## src/rtl/cayde_rtype_seq_if.sv

```systemverilog
// Bundle between the R-type sequencer, the fetch stage and the register file / ALU.
// The master modport is the sequencer side; the slave modport is the environment side.
interface cayde_rtype_seq_if #(
  parameter int unsigned XLEN = 32
) ();
  logic            instr_valid;
  logic            instr_ready;
  logic [31:0]     instr;
  logic [4:0]      rf_raddr1;
  logic [4:0]      rf_raddr2;
  logic [XLEN-1:0] rf_rdata1;
  logic [XLEN-1:0] rf_rdata2;
  logic [6:0]      alu_op;
  logic [XLEN-1:0] alu_a;
  logic [XLEN-1:0] alu_b;
  logic [XLEN-1:0] alu_result;
  logic            rf_we;
  logic [4:0]      rf_waddr;
  logic [XLEN-1:0] rf_wdata;
  logic            done;
  logic            illegal;
  logic            busy;
  logic [31:0]     retired_cnt;

  modport master (
    input  instr_valid, instr, rf_rdata1, rf_rdata2, alu_result,
    output instr_ready, rf_raddr1, rf_raddr2, alu_op, alu_a, alu_b,
           rf_we, rf_waddr, rf_wdata, done, illegal, busy, retired_cnt
  );

  modport slave (
    output instr_valid, instr, rf_rdata1, rf_rdata2, alu_result,
    input  instr_ready, rf_raddr1, rf_raddr2, alu_op, alu_a, alu_b,
           rf_we, rf_waddr, rf_wdata, done, illegal, busy, retired_cnt
  );
endinterface

```

## src/rtl/cayde_rtype_seq.sv

```systemverilog
// Multi-cycle R-type sequencer: accept, decode to ALU op, read RF, execute, write back.
// Illegal encodings divert to a one-cycle trap state without touching the register file.
module cayde_rtype_seq #(
  parameter int unsigned XLEN = 32
) (
  input logic               clk,
  input logic               rst,
  cayde_rtype_seq_if.master bus_io
);

  localparam logic [6:0] OPCODE_OP = 7'b0110011;

  localparam logic [2:0] StIdle = 3'd0;
  localparam logic [2:0] StRead = 3'd1;
  localparam logic [2:0] StExec = 3'd2;
  localparam logic [2:0] StWb   = 3'd3;
  localparam logic [2:0] StTrap = 3'd4;

  logic [2:0]      state_q, state_d;
  logic [4:0]      rs1_q, rs1_d;
  logic [4:0]      rs2_q, rs2_d;
  logic [4:0]      rd_q, rd_d;
  logic [6:0]      op_q, op_d;
  logic [XLEN-1:0] result_q, result_d;
  logic [31:0]     retired_cnt_q, retired_cnt_d;

  logic       dec_legal;
  logic       funct_ok;
  logic [6:0] dec_op;

  // Decode straight from the bus so the op code is ready when the word is latched.
  always_comb begin
    funct_ok = 1'b1;
    dec_op   = 7'd0;
    case ({bus_io.instr[31:25], bus_io.instr[14:12]})
      10'b0000000_000: dec_op = 7'd0;
      10'b0100000_000: dec_op = 7'd1;
      10'b0000000_100: dec_op = 7'd2;
      10'b0000000_111: dec_op = 7'd3;
      10'b0000000_110: dec_op = 7'd4;
      10'b0000000_001: dec_op = 7'd5;
      10'b0000000_010: dec_op = 7'd6;
      10'b0000000_011: dec_op = 7'd7;
      10'b0000000_101: dec_op = 7'd8;
      10'b0100000_101: dec_op = 7'd9;
      default:         funct_ok = 1'b0;
    endcase
    dec_legal = funct_ok && (bus_io.instr[6:0] == OPCODE_OP);
  end

  always_comb begin
    state_d       = state_q;
    rs1_d         = rs1_q;
    rs2_d         = rs2_q;
    rd_d          = rd_q;
    op_d          = op_q;
    result_d      = result_q;
    retired_cnt_d = retired_cnt_q;
    case (state_q)
      StIdle: begin
        if (bus_io.instr_valid) begin
          rs1_d   = bus_io.instr[19:15];
          rs2_d   = bus_io.instr[24:20];
          rd_d    = bus_io.instr[11:7];
          op_d    = dec_legal ? dec_op : 7'd0;
          state_d = dec_legal ? StRead : StTrap;
        end
      end
      StRead: state_d = StExec;
      StExec: begin
        result_d = bus_io.alu_result;
        state_d  = StWb;
      end
      StWb: begin
        retired_cnt_d = retired_cnt_q + 32'd1;
        state_d       = StIdle;
      end
      StTrap:  state_d = StIdle;
      default: state_d = StIdle;
    endcase
  end

  always_ff @(posedge clk) begin
    if (rst) begin
      state_q       <= StIdle;
      rs1_q         <= '0;
      rs2_q         <= '0;
      rd_q          <= '0;
      op_q          <= '0;
      result_q      <= '0;
      retired_cnt_q <= '0;
    end else begin
      state_q       <= state_d;
      rs1_q         <= rs1_d;
      rs2_q         <= rs2_d;
      rd_q          <= rd_d;
      op_q          <= op_d;
      result_q      <= result_d;
      retired_cnt_q <= retired_cnt_d;
    end
  end

  // Every output is a pure function of the state, so reset values follow from StIdle.
  always_comb begin
    bus_io.instr_ready = (state_q == StIdle);
    bus_io.busy        = (state_q != StIdle);
    bus_io.rf_raddr1   = 5'd0;
    bus_io.rf_raddr2   = 5'd0;
    bus_io.alu_op      = 7'd0;
    bus_io.alu_a       = '0;
    bus_io.alu_b       = '0;
    bus_io.rf_we       = 1'b0;
    bus_io.rf_waddr    = 5'd0;
    bus_io.rf_wdata    = '0;
    bus_io.done        = 1'b0;
    bus_io.illegal     = 1'b0;
    bus_io.retired_cnt = retired_cnt_q;
    case (state_q)
      StRead: begin
        bus_io.rf_raddr1 = rs1_q;
        bus_io.rf_raddr2 = rs2_q;
      end
      StExec: begin
        bus_io.alu_op = op_q;
        bus_io.alu_a  = bus_io.rf_rdata1;
        bus_io.alu_b  = bus_io.rf_rdata2;
      end
      StWb: begin
        bus_io.rf_we    = (rd_q != 5'd0);
        bus_io.rf_waddr = rd_q;
        bus_io.rf_wdata = result_q;
        bus_io.done     = 1'b1;
      end
      StTrap:  bus_io.illegal = 1'b1;
      default: ;
    endcase
  end

endmodule

```

## src/flat_wrapper.sv

```systemverilog
// flat-port wrapper written by rule: the top's interface ports become plain ports
module cayde_rtype_seq_flat 
#(
  parameter int unsigned XLEN = 32
)
  (clk, rst, bus_io_instr_valid, bus_io_instr, bus_io_rf_rdata1, bus_io_rf_rdata2, bus_io_alu_result, bus_io_instr_ready, bus_io_rf_raddr1, bus_io_rf_raddr2, bus_io_alu_op, bus_io_alu_a, bus_io_alu_b, bus_io_rf_we, bus_io_rf_waddr, bus_io_rf_wdata, bus_io_done, bus_io_illegal, bus_io_busy, bus_io_retired_cnt);
  cayde_rtype_seq_if #(.XLEN(XLEN)) bus_io_i ();
  input logic clk;
  input logic rst;
  input wire logic [$bits(bus_io_i.instr_valid)-1:0] bus_io_instr_valid;
  input wire logic [$bits(bus_io_i.instr)-1:0] bus_io_instr;
  input wire logic [$bits(bus_io_i.rf_rdata1)-1:0] bus_io_rf_rdata1;
  input wire logic [$bits(bus_io_i.rf_rdata2)-1:0] bus_io_rf_rdata2;
  input wire logic [$bits(bus_io_i.alu_result)-1:0] bus_io_alu_result;
  output wire logic [$bits(bus_io_i.instr_ready)-1:0] bus_io_instr_ready;
  output wire logic [$bits(bus_io_i.rf_raddr1)-1:0] bus_io_rf_raddr1;
  output wire logic [$bits(bus_io_i.rf_raddr2)-1:0] bus_io_rf_raddr2;
  output wire logic [$bits(bus_io_i.alu_op)-1:0] bus_io_alu_op;
  output wire logic [$bits(bus_io_i.alu_a)-1:0] bus_io_alu_a;
  output wire logic [$bits(bus_io_i.alu_b)-1:0] bus_io_alu_b;
  output wire logic [$bits(bus_io_i.rf_we)-1:0] bus_io_rf_we;
  output wire logic [$bits(bus_io_i.rf_waddr)-1:0] bus_io_rf_waddr;
  output wire logic [$bits(bus_io_i.rf_wdata)-1:0] bus_io_rf_wdata;
  output wire logic [$bits(bus_io_i.done)-1:0] bus_io_done;
  output wire logic [$bits(bus_io_i.illegal)-1:0] bus_io_illegal;
  output wire logic [$bits(bus_io_i.busy)-1:0] bus_io_busy;
  output wire logic [$bits(bus_io_i.retired_cnt)-1:0] bus_io_retired_cnt;
  assign bus_io_i.instr_valid = bus_io_instr_valid;
  assign bus_io_i.instr = bus_io_instr;
  assign bus_io_i.rf_rdata1 = bus_io_rf_rdata1;
  assign bus_io_i.rf_rdata2 = bus_io_rf_rdata2;
  assign bus_io_i.alu_result = bus_io_alu_result;
  assign bus_io_instr_ready = bus_io_i.instr_ready;
  assign bus_io_rf_raddr1 = bus_io_i.rf_raddr1;
  assign bus_io_rf_raddr2 = bus_io_i.rf_raddr2;
  assign bus_io_alu_op = bus_io_i.alu_op;
  assign bus_io_alu_a = bus_io_i.alu_a;
  assign bus_io_alu_b = bus_io_i.alu_b;
  assign bus_io_rf_we = bus_io_i.rf_we;
  assign bus_io_rf_waddr = bus_io_i.rf_waddr;
  assign bus_io_rf_wdata = bus_io_i.rf_wdata;
  assign bus_io_done = bus_io_i.done;
  assign bus_io_illegal = bus_io_i.illegal;
  assign bus_io_busy = bus_io_i.busy;
  assign bus_io_retired_cnt = bus_io_i.retired_cnt;
  cayde_rtype_seq #(.XLEN(XLEN)) u_core (.clk(clk), .rst(rst), .bus_io(bus_io_i));
endmodule
```

## config.mk

```make
export PLATFORM = sky130hd
export DESIGN_NAME = cayde_rtype_seq_flat
export DESIGN_NICKNAME = d
export VERILOG_FILES = /design/src/rtl/cayde_rtype_seq_if.sv /design/src/rtl/cayde_rtype_seq.sv /design/src/flat_wrapper.sv
export SDC_FILE = /design/constraint.sdc
export NUM_CORES = 1
export LEC_CHECK = 0
export ABC_AREA = 1
export CAP_MARGIN = 20
export CORE_ASPECT_RATIO = 2
export CORE_MARGIN = 10
export CORE_UTILIZATION = 40
export DETAILED_ROUTE_END_ITERATION = 10
export GPL_ROUTABILITY_DRIVEN = 0
export GPL_TIMING_DRIVEN = 0
export PLACE_DENSITY = 0.91
export SYNTH_ARGS = -nofsm -noshare
export SYNTH_HDL_FRONTEND = slang
export SYNTH_SLANG_ARGS = --single-unit
```

## constraint.sdc

```tcl
create_clock -name clk -period 3.1 [get_ports clk]
set_input_delay 0.62 -clock clk [delete_from_list [all_inputs] [get_ports clk]]
set_output_delay 0.62 -clock clk [all_outputs]
set_load 0.01 [all_outputs]
```

* Word-level counts from Yosys, hierarchy flattened
Index checks and enable logic that the tools add are counted.
Cells by class: add/subtract/negate cells 1, eq/ne operators 15, mux-type cells 16, reduce and logical (&&, ||, !) cells 7
Operators with widths (count):
- $mux W32 | 3
- $eq A10 B3 Y1 const B | 4
- $pmux W4 S9 | 1
- $add A32 B1 Y32 const B | 1
- $eq A10 B2 Y1 const B | 2
- $eq A10 B9 Y1 const B | 2
- $mux W5 | 3
- $eq A10 B1 Y1 const B | 1
- $logic_not A10 Y1 | 1
- $reduce_or A10 Y1 | 1
- $pmux W3 S3 | 1
- $eq A7 B6 Y1 const B | 1
- $mux W7 | 1
- $eq A3 B2 Y1 const B | 2
- $mux W3 | 2
- $reduce_bool A5 Y1 | 1
- $mux W1 | 4
- $mux W4 | 1
- $eq A3 B1 Y1 const B | 1
- $eq A3 B3 Y1 const B | 1
- $logic_not A3 Y1 | 1
- $reduce_bool A3 Y1 | 1
- $ne A2 B2 Y1 const B | 1
- $reduce_and A2 Y1 | 1
- $logic_and A1 B1 Y1 | 1
Word-level totals: register bits 89, output and inout bits 155, logic and storage cells 46

* Logic depth before layout (Yosys ltp)
Gate-level depths: netlist of the first run.
depth after elaboration 7, gate-level depth with buffers 12, mapped depth without buffers 12

* Worst setup path after synthesis of the first run
OpenSTA, ideal clock, no wires.
kind reg-to-output, from reg u_core.state_q[0], to out bus_io_alu_a[10], data arrival time 1.264 ns, setup slack 1.216 ns, cell stages (with the launch flop) 6, buffers on the path 2, cells stage by stage dfxtp_1 > nor2_1 > nand2_1 > clkbuf_1 > clkbuf_1 > nor2_1
On the way: cells in the longest elaborated chain, start to end 2
Ends and longest elaborated chain:
- from (decl) | RTL line cayde_rtype_seq.sv:19 | logic [2:0] state_q, state_d;
- from (signal assigned) | RTL line cayde_rtype_seq.sv:85 | state_q <= StIdle;
- from (signal assigned) | RTL line cayde_rtype_seq.sv:93 | state_q <= state_d;
- $eq A3 B2 Y1 | RTL line cayde_rtype_seq.sv:118 | case (state_q)
- $mux W32 | RTL line cayde_rtype_seq.sv:118
- to (decl) | RTL line flat_wrapper.sv:19 | output wire logic [$bits(bus_io_i.alu_a)-1:0] bus_io_alu_a;
Every way passes these cells.

* Worst setup path after layout of the first run
from reg u_core.state_q[0], to out bus_io_alu_a[24]
Same word-level chain as after synthesis.

==> impl_metrics.toml, run 1 <==
[synthesis]
post-synth-top-count-cell = "inv_1"
synth-edff-count = 0
yosysTopAreaCellShare_pct = 37.9
async_reset_ff_share_pct = 0
synth.area.top_cells = "dfxtp_1 38%, inv_1 14%, nor2_1 13%"
yosys.cell_types.count = 28
synth_top_area_cell = "dfxtp_1"
yosys_register_bits = 86
ys_seq_area_share_pct = 37.9
synth_commonest_cells = "166 x inv_1, 161 x nor2_1, 86 x dfxtp_1"
syn_area_sq_um = 4540
synthCells = 735
syn_avg_cell_area_sq_um = 6.18
yosysWarnings = 0
synth-main-ff-cell = "dfxtp_1"

[finish]
final_nets = 1161
drive_gt1_share_pct = 4.16
diodes = 0
area_growth_pct = 73.2

[grt]
grt_antenna_before_repair = 0
use_met3_pct = 8.16
track_usage_pct = 22.9
grt-ovfl-total = 0
grt_util_met2_pct = 43.1
gr-max-usage-layer = "met2"
grt_pass1_wl_um = 28800
grt_pass1_vias = 5653
grt_max_degree = 16
use_met1_pct = 21.2

[floorplanning]
die_area_sq_um = 16300
start_util_pct = 40.5
ios = 286
core_sq_um = 11200
die_y_um = 171
core.rowCount = 55
dieWidth_um = 95.3

[cts]
cts_setup_buffers = 0
cts_hold_buffers = 0
clk_pin_slew_ns = 0.06
cts_buffers = 9
cts_tree = "yes"
clk_latency_ns = 0.34
cts.sinks = 86
htreeDepth = 3
cts-root-buf = "clkbuf_16"
clk_path_buf_depth = 2

[timing]
maxSlewHeadroom_pct = 60.6
slew_viol_final = 0
rsz0062_at_grt = "no"
setup_viol = 0
tightest_slew_ns = 0.591
hold_viol_final = 0
period_share_pct = 92.5
skew_ns = 0.0109
min_period_ns = 2.87
fin_tns_setup_ns = 0
fmaxAchievable_mhz = 349
whs_ns = 0.450

[route]
drc = 0
detailedRoute.firstPassIterationCount = 4
avgViaCountPerCell = 4.83
wl_um = 19500
ant_nets = 0
vias = 5684
routedWlPerCell_um = 16.5
drt_iter0_markers = 200

[placed_design]
port_buffers = 281
hpwl_um = 16500

[critical_path]
critPathArrivalTime_ns = 2.25
critPathCaptureType = "output port"
crit_fanout = 10
cpPeakStageDelay_ns = 0.58
worst_path_max_delay_cell = "clkdlybuf4s50_1"
critPathRequiredTime_ns = 2.48
start_kind = "flip-flop"
path_class = "reg2out"
crit_chain = "nor2_1 -> nand2_2 -> clkbuf_2 -> clkbuf_2 -> nor2_1 -> clkdlybuf4s50_1"

[run]
drv_cap = 0

[pwr]
cellPowerDensity_nw_per_um2 = 324
p_leak_nw = 3.10
vdd_drop_max_uv = 313

[outcome]
outcome = "completed"

[worst_hold_path]
hold_path_class = "reg2reg"
## path summary, 6_finish.rpt
kind / start / to / slack [ns] / depth (start not counted)
worst max-delay path: u_core.state_q[0] / bus_io_alu_a[24] / 0.23 / 6
worst min-delay path: u_core.result_q[15] / u_core.result_q[15] / 0.45 / 2
worst max register to register: u_core.bus_io.retired_cnt[0] / u_core.bus_io.retired_cnt[28] / 1.12 / 10
worst min register to register: u_core.result_q[15] / u_core.result_q[15] / 0.45 / 2
## what timing repair did
item                                    in CTS  in global routing
endpoints found under the setup margin       7                 37
resized for setup                            5                  5
endpoints found under the hold margin        0                  0
## layout make-up
type	count	area [sq um]
Sequential cell	86	1720
Clock inverter	5	63.8
Tap cell	142	178
Buffer	34	148
Multi-Input combinational cell	450	2060
Fill cell	896	3350
Clock buffer	11	253
Inverter	167	627
Timing Repair Buffer	281	2810
## registers in the layout, indices dropped and copies added (netlist names)
register / cells
u_core.bus_io.retired_cnt: 32
u_core.result_q: 32
u_core.rd_q: 5
u_core.rs1_q: 5
u_core.rs2_q: 5
u_core.op_q: 4
u_core.state_q: 3
## worst max-delay path: cells and delay by family (launching register included)
family	cells	cell delay (ns)
buffers and inverters	3	1.02
DFF	1	0.35
and+or+nand+nor	3	0.55
## layout by cell type (no fill, tap or decap), types with 5 or more instances in the layout
cell type	count
clkdlybuf4s50_1	281
inv_1	166
nor2_1	161
dfxtp_1	86
nand2_1	72
a21oi_1	71
o21ai_0	66
nand3_1	27
clkbuf_1	24
nor3_1	19
clkbuf_16	9
clkbuf_2	7
nor2_2	5
nor2_4	5
## power by group
part,internal [W],switching (W),total (W)
Sequential,0.00112,0.00000538,0.00113
Combinational,0.000178,0.000105,0.000283
Clock,0.000676,0.000460,0.00114
## per-stage QoR
stage	area (sq um)	utilization [%]	power, W	setup slack [ns]	cells
4_1_cts	7860	70.1	0.00256	0.0227	1176
3_3_place_gp	7540	67.2	0.00143	0.328	1160
3_5_place_dp	7540	67.2	0.00144	0.306	1160
5_1_grt	7870	70.1	0.00263	0.0164	1176
2_1_floorplan	4550	-	0.00124	1.22	737
6_report	7870	70.1	0.00255	0.234	1176
## metal layers
layer / wire length [um] / part of all wire (%)
met5: 0 / 0
met2: 10500 / 54
met4: 633 / 3.3
met1: 6260 / 32
met3: 2020 / 10
## logic make-up after synthesis
family,share of synthesized area [%]
simple gates,28.4
buf+inv,16.9
compound gates,15.7
flops,37.9
xor+xnor,0.772
fa+ha+maj,0.276
other cells,0.0826
Note: power is estimated with default switching activity, not from simulation.
==> run 2: changes to the inputs <==
--- a/config.mk
+++ b/config.mk
@@ -14,6 +14,8 @@
 export GPL_ROUTABILITY_DRIVEN = 0
 export GPL_TIMING_DRIVEN = 0
 export PLACE_DENSITY = 0.91
+export REMOVE_ABC_BUFFERS = 1
+export SLEW_MARGIN = 20
 export SYNTH_ARGS = -nofsm -noshare
 export SYNTH_HDL_FRONTEND = slang
 export SYNTH_SLANG_ARGS = --single-unit
==> run 2 against run 1 <==
- via count fell by 2.4%
- hold slack gained 0.0026 ns
- register-to-register slack worse by 0.26 ns
- clock skew is 0.0038 ns lower
- first-iteration DRC count is 63% higher
- combinational power barely moved
- count of clock-buffer cells in the layout down 1
- design area shrank 1.0%
- cell count fell by 2.5%
- critical path depth fell by 1
- critical endpoint is now bus_io_alu_b[28]
- critical path type unchanged
- die area stayed put
- utilization decreased by 0.70 points
==> impl_metrics.toml, run 2 (same netlist as run 1, synthesis figures left out) <==
[outcome]
outcome = "completed"

[finish]
multiInputGateArea_sq_um = 2100
final-seq-area_sq_um = 1720
final_nets = 1131
fill_cells = 914
postLayoutCellArea_sq_um = 7790
utilization_pct = 69.4
mostFrequentLayoutCell = "clkdlybuf4s50_1"
fin_cells = 1147
drive_gt1_share_pct = 3.69
final_cell_mix = "282 x clkdlybuf4s50_1, 165 x inv_1, 160 x nor2_1"
area_growth_pct = 71.5

[timing]
setup_viol = 0
skew_ns = 0.00713
fmaxAchievable_mhz = 335
rsz0062_at_grt = "yes"
finalWorstSetupSlack_ns = 0.112
period_share_pct = 96.4
whs_ns = 0.453
tightest_slew_ns = 0.828
maxSlewHeadroom_pct = 44.7
hold_viol_final = 0
min_period_ns = 2.99
slew_viol_final = 0

[floorplanning]
dieWidth_um = 95.3
ios = 286
core_sq_um = 11200
core.rowCount = 55
start_util_pct = 40.5
die_area_sq_um = 16300
die_y_um = 171

[critical_path]
critPathRequiredTime_ns = 2.48
crit_fanout = 81
path_class = "reg2out"
reg2reg_depth = 9
worst-r2r-setup-slack_ns = 0.86
rr_endpoint = "u_core.bus_io.retired_cnt[20]"
critPathCaptureType = "output port"
crit_path_start = "u_core.state_q[0]"
r2r-start = "u_core.state_q[1]"
critPathArrivalTime_ns = 2.37
cp-endpoint = "bus_io_alu_b[28]"
start_kind = "flip-flop"

[worst_hold_path]
hold_path_class = "reg2reg"
hold_path_depth = 2

[grt]
use_met3_pct = 6.67
use_met1_pct = 20.3
grt_antenna_before_repair = 1
track_usage_pct = 22.6
grt_max_degree = 82
grt_pass1_wl_um = 28600
grt_util_met2_pct = 42.2
grt-ovfl-total = 0
gr-max-usage-layer = "met2"
grt_pass1_vias = 5454

[cts]
cts_hold_buffers = 0
cts-root-buf = "clkbuf_16"
clk_path_buf_depth = 2
cts_buffers = 9
cts_setup_buffers = 0
cts.sinks = 86
htreeDepth = 3
clk_latency_ns = 0.35
cts_tree = "yes"
clk_pin_slew_ns = 0.06

[run]
drv_cap = 0

[route]
routedWlPerCell_um = 16.9
wl_um = 19400
avgViaCountPerCell = 4.84
vias = 5546
ant_nets = 0
drc = 0
drt_iter0_markers = 326
detailedRoute.firstPassIterationCount = 4

[pwr]
p_leak_nw = 3.04
cellPowerDensity_nw_per_um2 = 319
vdd_drop_max_uv = 373

[placed_design]
hpwl_um = 15600
dpl_cell_area_sq_um = 7460
port_buffers = 282
dp.cells = 1129
dp_slack_ns = 0.362
## run 2: cell types whose count changed in the layout (fill, tap and decap cells not counted), sizes merged
| cell | change |
|---|---|
| clkbuf | -32 |
| clkinvlp | +2 |
| inv | -2 |
| buf | -1 |
| clkdlybuf4s50 | +1 |
| clkinv | +1 |
| diode | +1 |
| nand3 | +1 |
## run 2: stage by stage
step                 TNS, ns  total power, W
global placement     -136.85         0.00142
floorplan             -13.42         0.00123
global route        -0.00223         0.00257
finish                     0         0.00249
CTS                        0         0.00250
detailed placement         0         0.00143
## run 2: worst min path at each step
stage / startpoint / end / slack [ns]
final: u_core.result_q[27] / u_core.result_q[27] / 0.45
after detailed placement: u_core.rs2_q[1] / u_core.rs2_q[1] / 0.45
after floorplan: u_core.result_q[0] / u_core.result_q[0] / 0.43
after global placement: u_core.rs1_q[0] / u_core.rs1_q[0] / 0.44
after CTS: u_core.result_q[26] / u_core.result_q[26] / 0.45
after global routing: u_core.result_q[29] / u_core.result_q[29] / 0.48
## run 2: cell type report
| type | count | share of cell area (%) |
|---|---|---|
| clock buffer | 10 | 2.94 |
| multi-input combinational | 451 | 26.9 |
| clock inverter | 6 | 0.803 |
| timing repair buffer | 284 | 36.9 |
| tap | 142 | 2.28 |
| inverter | 167 | 8.05 |
| antenna | 1 | 0.0321 |
| sequential | 86 | 22.1 |
## run 2: report_power, final
part / internal, W / total [W] / switching [W]
Clock: 0.000621 / 0.00108 / 0.000455
Sequential: 0.00112 / 0.00113 / 0.00000594
Combinational: 0.000176 / 0.000282 / 0.000106
## run 2: metal layers
| layer | share of wire [%] | wire, um |
|---|---|---|
| met1 | 33 | 6380 |
| met2 | 53 | 10300 |
| met3 | 10 | 1940 |
| met4 | 4.0 | 782 |
| met5 | 0 | 0 |
## run 2: worst max-delay path, cell delays in order, from the launching register on
cell and delay [ns]:
dfxtp_1 0.39, nor2_2 0.28, nand2_8 0.27, buf_16 0.30, nor2_1 0.14, clkdlybuf4s50_1 0.60
## run 2: what timing repair did
action	4_1_cts	5_1_grt
endpoints found under the hold margin	0	0
cloned	0	1
resized for setup	2	1
endpoints found under the setup margin	1	1
pin swaps	0	1
==> run 3: changes to the inputs <==
--- a/config.mk
+++ b/config.mk
@@ -9,11 +9,11 @@
 export CAP_MARGIN = 20
 export CORE_ASPECT_RATIO = 2
 export CORE_MARGIN = 10
-export CORE_UTILIZATION = 40
+export CORE_UTILIZATION = 37
 export DETAILED_ROUTE_END_ITERATION = 10
 export GPL_ROUTABILITY_DRIVEN = 0
 export GPL_TIMING_DRIVEN = 0
-export PLACE_DENSITY = 0.91
+export PLACE_DENSITY = 0.85
 export REMOVE_ABC_BUFFERS = 1
 export SLEW_MARGIN = 20
 export SYNTH_ARGS = -nofsm -noshare
==> constraint.sdc (replaced) <==
create_clock -name clk -period 2.8 [get_ports clk]
set_input_delay 0.56 -clock clk [delete_from_list [all_inputs] [get_ports clk]]
set_output_delay 0.56 -clock clk [all_outputs]
set_load 0.01 [all_outputs]
==> run 3 against run 2 <==
- critical path depth down 1
- die area is 6.8% higher
- hold slack got worse by 0.0031 ns
- global-route usage fell by 1.9 points
- largest power group is now the clock network
==> impl_metrics.toml, run 3 (same netlist as run 1, synthesis figures left out) <==
[cts]
cts_tree = "yes"
clk_path_buf_depth = 2
clk_latency_ns = 0.34
clk_pin_slew_ns = 0.06
cts_hold_buffers = 0
cts-root-buf = "clkbuf_16"
htreeDepth = 3
cts.sinks = 86
cts_buffers = 9

[route]
routedWlPerCell_um = 16.4
route.met2.wl_um = 10000
drc = 0
detailedRoute.firstPassIterationCount = 4
top_layer_used = "met4"
wl_met3_um = 1550
vias = 5408
met1Wirelength_um = 6850
drt_iter0_markers = 227
avgViaCountPerCell = 4.68
wl_um = 19000
ant_nets = 0

[finish]
final_cell_mix = "282 x clkdlybuf4s50_1, 165 x inv_1, 160 x nor2_1"
final-seq-area_sq_um = 1720
area_growth_pct = 73.8
mostFrequentLayoutCell = "clkdlybuf4s50_1"
fill_cells = 1023
utilization_pct = 65.1
final_nets = 1135
multiInputGateArea_sq_um = 2130
postLayoutCellArea_sq_um = 7890
drive_gt1_share_pct = 4.37

[timing]
hold_viol_final = 0
setup_viol = 0
skew_ns = 0.00783
fmaxAchievable_mhz = 373
min_period_ns = 2.68
slew_viol_final = 0
period_share_pct = 95.8
maxSlewHeadroom_pct = 42.6
tightest_slew_ns = 0.859

[worst_hold_path]
hold_path_class = "reg2reg"
hold_start = "u_core.result_q[4]"
min_to = "u_core.result_q[4]"
hold_path_depth = 2

[critical_path]
worst_path_max_delay_cell = "clkdlybuf4s50_1"
reg2reg_depth = 10
critPathRequiredTime_ns = 2.24
start_kind = "flip-flop"
crit_fanout = 11
rr_endpoint = "u_core.bus_io.retired_cnt[21]"
worst-r2r-setup-slack_ns = 0.65
critPathArrivalTime_ns = 2.12
critPathCaptureType = "output port"
cpPeakStageDelay_ns = 0.58
r2r-start = "u_core.state_q[2]"
crit_chain = "inv_1 -> nand3_2 -> nor2_1 -> clkdlybuf4s50_1"
path_class = "reg2out"

[grt]
grt-ovfl-total = 0
grt_pass1_vias = 5213
grt_antenna_before_repair = 2
grt_max_degree = 73
track_usage_pct = 20.7
grt_pass1_wl_um = 28700

[outcome]
outcome = "completed"

[pwr]
cellPowerDensity_nw_per_um2 = 363
vdd_drop_max_uv = 360
p_total_w = 0.00287
p_leak_nw = 3.09

[placed_design]
dpl_cell_area_sq_um = 7470
hpwl_um = 14800
port_buffers = 282

[floorplanning]
core_sq_um = 12100
start_util_pct = 37.5
ios = 286
dieWidth_um = 98.3
die_area_sq_um = 17400
core.rowCount = 57
die_y_um = 177

[run]
drv_cap = 0
## run 3: changes by cell type in the layout (fill, tap and decap cells not counted), sizes merged
cell      change
clkinvlp      -3
bufinv        +1
nand3         +1
diode         +1
clkbuf        +2
nand2         +1
buf           +1
## run 3: worst max-delay path by stage
stage / from / to
after floorplan: u_core.state_q[0] / bus_io_alu_a[0]
after global placement: u_core.state_q[0] / bus_io_alu_a[24]
after detailed placement: u_core.state_q[0] / bus_io_alu_a[0]
after CTS: u_core.state_q[0] / bus_io_rf_raddr1[4]
after global routing: u_core.state_q[2] / bus_io_rf_wdata[28]
final: u_core.state_q[2] / bus_io_rf_wdata[18]
## run 3: metrics by stage
stage | instances | setup TNS [ns] | worst slack, ns | hold slack [ns]
after global routing | 1156 | -0.0215 | -0.0122 | 0.467
after detailed placement | 1134 | 0 | 0.139 | 0.443
final | 1156 | 0 | 0.119 | 0.450
after global placement | 1132 | -177.62 | -1.98 | 0.439
after CTS | 1153 | 0 | 0.00174 | 0.452
after floorplan | 703 | -33.14 | -0.437 | 0.432
## run 3: critical path, delay by kind of cell (launching register included)
family	cells	cell delay, ns
buf+inv	2	0.84
simple gates	2	0.61
flops	1	0.34
## run 3: repair_timing
item / CTS / global route
resized for setup: 5 / 2
pin swaps: 2 / 0
gates cloned: 3 / 1
endpoints found under the setup margin: 52 / 20
buffers inserted: 1 / 0
## run 3: final cells by class
type / count / area share (%)
Sequential cell: 86 / 21.8
Antenna cell: 2 / 0.0634
Clock buffer: 11 / 3.20
Tap cell: 147 / 2.33
Multi-Input combinational cell: 453 / 27.0
Timing Repair Buffer: 286 / 36.8
Inverter: 167 / 7.94
Clock inverter: 4 / 0.888
## run 3: report_power, final
part	internal, W	switching (W)
sequential	0.00124	0.00000644
clock	0.000823	0.000485
combinational	0.000196	0.000114
total	0.00226	0.000605
## run 3: per-layer routing
layer / track usage (%) / vias to the layer above
met5: 0 / -
met4: 8.64 / 0
met3: 6.65 / 24
met2: 38.4 / 214
met1: 20.3 / 2400
li1: - / 2770
